[src/rtl/alu_nibble_seq.sv]
// Nibble-serial 8-bit ALU sequencer: one op per request handshake, evaluated
// low nibble then high nibble with the inter-nibble carry latched in between.
// Result and {Z,N,H,C} are presented in DONE until the consumer takes them.
module alu_nibble_seq (
    input  logic       clk,
    input  logic       nreset,
    input  logic       req_valid,
    output logic       req_ready,
    input  logic [2:0] req_op,
    input  logic [7:0] req_a,
    input  logic [7:0] req_b,
    input  logic [3:0] req_flags,
    output logic       rsp_valid,
    input  logic       rsp_ready,
    output logic [7:0] rsp_result,
    output logic [3:0] rsp_flags,
    output logic       rsp_wb
);
    localparam logic [2:0] OP_ADD = 3'd0;
    localparam logic [2:0] OP_ADC = 3'd1;
    localparam logic [2:0] OP_SUB = 3'd2;
    localparam logic [2:0] OP_SBC = 3'd3;
    localparam logic [2:0] OP_AND = 3'd4;
    localparam logic [2:0] OP_XOR = 3'd5;
    localparam logic [2:0] OP_OR  = 3'd6;
    localparam logic [2:0] OP_CP  = 3'd7;

    typedef enum logic [1:0] {IDLE, LO, HI, DONE} state_t;

    state_t     state, state_next;
    logic [2:0] op;
    logic [7:0] a, b;
    logic       cin;
    logic       hc;
    logic [7:0] result;
    logic [3:0] flags;
    logic       wb;

    logic       is_sub, is_logic;
    logic [3:0] nib_a, nib_b, nib_b_eff, logic_res, nib_res;
    logic       carry_in;
    logic [4:0] sum;
    logic [7:0] full_res;
    logic       flag_z, flag_n, flag_h, flag_c;

    // Only the carry bit of the incoming flags feeds the datapath.
    logic unused_flags;
    assign unused_flags = ^req_flags[3:1];

    assign req_ready  = (state == IDLE);
    assign rsp_valid  = (state == DONE);
    assign rsp_result = result;
    assign rsp_flags  = flags;
    assign rsp_wb     = wb;

    // State register; reset aborts any operation in flight.
    always_ff @(posedge clk or negedge nreset) begin
        if (!nreset) state <= IDLE;
        else         state <= state_next;
    end

    // Next-state: fixed walk IDLE -> LO -> HI -> DONE, back on response accept.
    always_comb begin
        state_next = state;
        case (state)
            IDLE:    if (req_valid) state_next = LO;
            LO:      state_next = HI;
            HI:      state_next = DONE;
            DONE:    if (rsp_ready) state_next = IDLE;
            default: state_next = IDLE;
        endcase
    end

    // One shared 4-bit adder/logic unit; the state picks which nibble and carry.
    // Subtraction is a + ~b + !cin, so the raw carry out is an inverted borrow.
    always_comb begin
        is_sub    = (op == OP_SUB) || (op == OP_SBC) || (op == OP_CP);
        is_logic  = (op == OP_AND) || (op == OP_XOR) || (op == OP_OR);
        nib_a     = (state == HI) ? a[7:4] : a[3:0];
        nib_b     = (state == HI) ? b[7:4] : b[3:0];
        nib_b_eff = is_sub ? ~nib_b : nib_b;
        carry_in  = (state == HI) ? hc : (is_sub ? ~cin : cin);
        sum       = {1'b0, nib_a} + {1'b0, nib_b_eff} + {4'b0000, carry_in};
        case (op)
            OP_AND:  logic_res = nib_a & nib_b;
            OP_XOR:  logic_res = nib_a ^ nib_b;
            default: logic_res = nib_a | nib_b;
        endcase
        nib_res  = is_logic ? logic_res : sum[3:0];
        full_res = {nib_res, result[3:0]};
        flag_z   = (full_res == 8'h00);
        flag_n   = is_sub;
        flag_h   = is_logic ? (op == OP_AND) : (is_sub ? ~hc : hc);
        flag_c   = is_logic ? 1'b0 : (is_sub ? ~sum[4] : sum[4]);
    end

    // Operand latch on accept, then low-nibble and high-nibble/flag passes.
    always_ff @(posedge clk or negedge nreset) begin
        if (!nreset) begin
            op     <= OP_ADD;
            a      <= 8'h00;
            b      <= 8'h00;
            cin    <= 1'b0;
            hc     <= 1'b0;
            result <= 8'h00;
            flags  <= 4'h0;
            wb     <= 1'b0;
        end else begin
            case (state)
                IDLE: if (req_valid) begin
                    op  <= req_op;
                    a   <= req_a;
                    b   <= req_b;
                    cin <= ((req_op == OP_ADC) || (req_op == OP_SBC)) & req_flags[0];
                end
                LO: begin
                    result[3:0] <= nib_res;
                    hc          <= sum[4];
                end
                HI: begin
                    result[7:4] <= nib_res;
                    flags       <= {flag_z, flag_n, flag_h, flag_c};
                    wb          <= (op != OP_CP);
                end
                default: ;
            endcase
        end
    end
endmodule

[config.mk]
export PLATFORM = sky130hd
export DESIGN_NAME = alu_nibble_seq
export DESIGN_NICKNAME = d
export VERILOG_FILES = /design/src/rtl/alu_nibble_seq.sv
export SDC_FILE = /design/constraint.sdc
export NUM_CORES = 1
export LEC_CHECK = 0
export BUFFER_PORTS_ARGS = -buffer_cell sky130_fd_sc_hd__buf_2
export CAP_MARGIN = 20
export CORE_MARGIN = 2
export CORE_UTILIZATION = 55
export DETAILED_ROUTE_END_ITERATION = 16
export PLACE_DENSITY = 0.91
export SYNTH_ARGS = -nofsm -noshare
export SYNTH_HDL_FRONTEND = slang
export SYNTH_SLANG_ARGS = --single-unit
[constraint.sdc]
create_clock -name clk -period 4.6 [get_ports clk]
set_input_delay 0.23 -clock clk [delete_from_list [all_inputs] [get_ports clk]]
set_output_delay 0.23 -clock clk [all_outputs]
set_load 0.02 [all_outputs]
======== Word level (Yosys, flattened, before mapping) ========
Index checks and enable logic that the tools add are counted.
storage, ports and cells
  logic and storage cells ................. 57
  input port bits ......................... 27
  output and inout bits ................... 15
  bits in registers ....................... 36
cells by class
  $add $sub $neg .......................... 2
  equal/unequal tests ..................... 14
  bitwise gates (word level) .............. 8
  reductions and logical operators ........ 9
  multiplexer cells ....................... 14
operators by type and width
  operator            number
  $mux 4              4
  $eq 3x3->1 const B  4
  $eq 3x2->1 const B  3
  $logic_not 8->1     1
  $pmux 2 s4          1
  $pmux 4 s2          1
  $mux 1              6
  $add 4x4->5         1
  $add 5x1->5         1
  $logic_or 1x1->1    5
  $and 4x4->4         1
  $eq 2x2->1 const B  2
  $mux 2              2
  $not 4->4           1
  $or 4x4->4          1
  $reduce_and 2->1    2
  $xor 4x4->4         1
  $eq 3x1->1 const B  1
  $ne 3x3->1 const B  1
  $not 1->1           3
  $eq 2x1->1 const B  1
  $logic_not 2->1     1
  $ne 2x1->1 const B  1
  $ne 2x2->1 const B  1
  $and 1x1->1         1

======== Longest topological paths before layout ========
  depth in word-level cells ............... 9
  gate-level depth with buffers ........... 13
  gate-level depth less buffers ........... 11

======== Least setup slack after synthesis ========
No wires, ideal clock.
  path kind ............................... reg-to-reg
  from .................................... reg state[0]
  to ...................................... reg flags[3], in the netlist rsp_flags[3]
  slack ................................... 1.466 ns
  arrival time ............................ 3.038 ns
  path buffers ............................ 2
  library setup time ...................... 0.096 ns
  required time ........................... 4.504 ns
  clock period less this slack ............ 3.134 ns
  stages on the path, launching flop included .. 13
  cells stage by stage .................... dfrtp_1 -> inv_1 -> ha_1 -> clkbuf_8 -> buf_2 -> mux2i_1 -> inv_1 -> fa_1 -> fa_1 -> mux2i_1 -> a21oi_2 -> or3_1 -> o32ai_2
between the ends
  longest elaborated chain between the ends .. 8
  elaborated cells between the ends (all ways) .. 14
  those cells by class .................... add/sub: 2; eq/ne: 1; mux: 6; bitwise: 4; reduce/logical: 1
RTL lines
  item                      line  RTL
  start: declaration        30    state_t state, state_next;
  start signal: assignment  59    else state <= state_next;
  $eq 2x2->1 *              n/a
  $mux 4                    80    nib_b = (state == HI) ? b[7:4] : b[3:0];
  $not 4->4                 81    nib_b_eff = is_sub ? ~nib_b : nib_b;
  $mux 4                    81
  $add 4x4->5               83    sum = {1'b0, nib_a} + {1'b0, nib_b_eff} + {4'b0000, carry_in};
  $add 5x1->5               83
  $mux 4                    89    nib_res = is_logic ? logic_res : sum[3:0];
  $logic_not 8->1           91    flag_z = (full_res == 8'h00);
  end signal: assignment    122   flags <= {flag_z, flag_n, flag_h, flag_c};
  end: declaration          36    logic [3:0] flags;
Every way passes the cells marked *; elsewhere a longest branch is shown, timed or not.
A chain may end at the register's enable or synchronous reset.

======== Final worst setup path ========
  from .................................... reg op[0]
  to ...................................... reg flags[3], in the netlist rsp_flags[3]
between the ends
  longest elaborated chain between the ends .. 8
  elaborated cells between the ends (all ways) .. 18
  those cells by class .................... add/sub: 2; eq/ne: 6; mux: 5; reduce/logical: 5
RTL lines
  item                                   line    RTL
  start: declaration                     31      logic [2:0] op;
  start signal: assignment               111     op <= req_op;
  $eq 3x2->1                             77      is_sub = (op == OP_SUB) || (op == OP_SBC) || (op == OP_CP);
  $logic_or 1x1->1 (2 in series)         77
  $mux 4 or $mux 1 (tied branches)       81, 82
  $add 4x4->5 or $mux 1 (tied branches)  83, 82
  $add 5x1->5                            83
  $mux 4 *                               89
  $logic_not 8->1 *                      91
Marks and branches as above.

==> impl_metrics.tcl <==
set metrics [dict create \
    avgViaCountPerCell 5.33 \
    finalCriticalPeriod_ns 3.34 \
    overflow 0 \
    synthCells 176 \
    clkLatencyLatePin_ns 0.28 \
    end_kind "register" \
    final.setup.tns_ns 0 \
    max_cap_viol_count 0 \
    rows 22 \
    slew_headroom_pct 44.4 \
    drive_above_1_share_pct 39.0 \
    clk_pin_slew_worst_paths_ns 0.07 \
    worstPathArrival_ns 3.53 \
    drc 0 \
    cp_common_cell "fa_1" \
    grt_pass1_vias 1292 \
    hold_path_class "in2async" \
    hpwlAfterDp_um 2560 \
    grt_start_max_net_pins 37 \
    rsz0062_at_grt "false" \
    firstDrtPassIters 4 \
    grt_pass1_wl_um 6050 \
    boundaryPins 42 \
    nFillCells 302 \
    die_x_um 65.5 \
    start_util_pct 57.2 \
    track_usage_pct 18.9 \
    syn_area_um2 2080 \
    area_growth_pct 13.6 \
    diodes 0 \
    avgSynthCellArea_um2 11.8 \
    cts_resized 0 \
    clock.fmax_mhz 300 \
    wirelength_um 3440 \
    cts_sinks 36 \
    clockRootBuffer "clkbuf_8" \
    yosys_register_bits 36 \
    die-area_um2 4280 \
    slew_violations 0 \
    chipHeight_um 65.5 \
    setup_viol_count_final 0 \
    nets 257 \
    slowest_stage "dfrtp_1" \
    postCtsSetupBuffers 0 \
    htree_levels 2 \
    critPathMaxStageDelay_ns 0.56 \
    ant_nets 0 \
    place_congestion 0.813 \
    antenna_found_initial 0 \
    worst_pin_slew_ns 0.832 \
    drt_iter0_markers 58 \
    startpoint_type "register" \
    ys_seq_area_share_pct 43.4 \
    yosysWarnings 0 \
    clockBufferDepth 2 \
    fin_worst_skew_ns 0.00447 \
    period_share_pct 72.5 \
    portBuffers 38 \
    wl_per_cell_um 13.2 \
    core_area_um2 3630 \
    cts-hold-fix-buffers 0 \
    crit_chain "inv_1 > nand2_1 > and2_1 > xnor2_1 > o21ai_1 > fa_1 > fa_1 > mux2i_1 > a21oi_2 > or3_1 > o32ai_2" \
    cts_buffers 5 \
    status "finished, final reports clean" \
    hold_viol 0 \
    cts_tree "done" \
    synth_cell_type_count 36 \
    cp_max_fo 9 \
    synth_nets 220 \
    crit_required_ns 4.80 \
    vias 1392 \
    worst-setup-path-type "reg2reg" \
]
-- state kept, by name, summed over array words and instances (netlist names) --
name	cells
op	3
state	2
hc	1
rsp_wb	1
rsp_result	8
rsp_flags	4
a	8
b	8
cin	1
-- stage by stage --
step                      worst slack, ns  cells  hold slack, ns  cell area [um2]  util [%]
after floorplan                      1.47    176         -0.0656             2080         -
after global placement               1.31    254           0.347             2260      62.3
after detailed placement             1.28    254           0.348             2260      62.3
after CTS                            1.26    261          0.0415             2360      64.9
after global routing                 1.00    261          0.0706             2360      64.9
final                                1.26    261          0.0197             2360      64.9
-- synthesized netlist by cell type (all sizes together) --
cell type	n	area, um2
a31oi	1	6.26
fa	2	40.0
o22ai	2	18.8
xor2	2	17.5
and4bb	1	12.5
buf	5	43.8
dfrtp	36	901
nor2	7	26.3
mux2	30	345
nor3	1	10.0
nor2b	1	6.26
xnor2	5	43.8
nor4	1	6.26
mux2i	10	100
ha	15	188
inv	14	52.6
o21ai	3	15.0
a21o	2	15.0
or3	2	12.5
nand3b	1	7.51
o32a	1	10.0
o32ai	2	25.0
clkbuf	4	28.8
a41oi	1	8.76
and2	1	6.26
a21oi	13	76.3
nand2b	2	12.5
nand2	11	41.3
-- cell usage in the layout (no fill, tap or decap) --
| master | count |
|---|---|
| buf_4 | 1 |
| o22ai_2 | 1 |
| o32ai_1 | 1 |
| a31oi_1 | 1 |
| xnor2_1 | 5 |
| buf_2 | 38 |
| inv_1 | 14 |
| o32ai_2 | 1 |
| dfrtp_1 | 36 |
| mux2_2 | 28 |
| o22ai_1 | 1 |
| a21oi_2 | 3 |
| nor3_2 | 1 |
| and2_1 | 1 |
| mux2i_1 | 10 |
| o32a_1 | 1 |
| o21ai_0 | 2 |
| nand2b_1 | 2 |
| clkbuf_8 | 7 |
| a41oi_1 | 1 |
| a21o_1 | 2 |
| a21oi_1 | 10 |
| xor2_1 | 2 |
| o21ai_1 | 1 |
| mux2_4 | 2 |
| nand2_1 | 11 |
| or3_1 | 2 |
| fa_1 | 2 |
| ha_1 | 15 |
| nor2_1 | 7 |
| nor4_1 | 1 |
| nand3b_1 | 1 |
| and4bb_2 | 1 |
| nor2b_1 | 1 |
-- logic make-up after synthesis --
logic type | after synthesis | share of synthesized area, %
compound gates | 25 | 8.43
xor+xnor | 7 | 2.95
fa+ha+maj | 17 | 11.0
buf+inv | 23 | 6.02
flops | 36 | 43.4
mux | 40 | 21.4
simple gates | 28 | 6.81
-- metal layers --
metal	wire, um	GRT usage, %	vias up
met3	133	6.34	4
met4	51	7.55	0
li1	-	-	680
met5	0	0	-
met2	1710	30.0	33
met1	1540	23.9	675
-- layout make-up --
class                   instances  area (um2)  area share [%]
inverters                      14        52.6            2.23
repair buffers                 39         198            8.38
multi-input cells             117        1050            44.6
flip-flops and latches         36         901            38.2
clock buffers                   7        96.3            4.08
well taps                      48        60.1            2.55
-- worst max-delay path: cells and delay by family, from the launching register on --
kind	cells	cell delay (ns)
AOI/OAI and AO/OA	3	0.38
and+or+nand+nor	3	0.96
DFF	1	0.56
muxes	1	0.19
buffers and inverters	1	0.10
adders and majority gates	2	0.89
xor gates and xnor gates	1	0.17
-- final timing paths --
check | startpoint | endpoint | slack [ns] | depth (start not counted)
max | op[0] | rsp_flags[3] | 1.26 | 11
min | nreset | a[1] | 0.02 | 1
max reg2reg | op[0] | rsp_flags[3] | 1.26 | 11
min reg2reg | a[3] | a[3] | 0.50 | 1
max in group asynchronous | nreset | rsp_result[3] | 4.09 | 1
min in group clk | req_a[1] | a[1] | 0.17 | 2
Power is not shown: default switching activity piles up to over one toggle a cycle in this logic, so the estimate is an artifact.
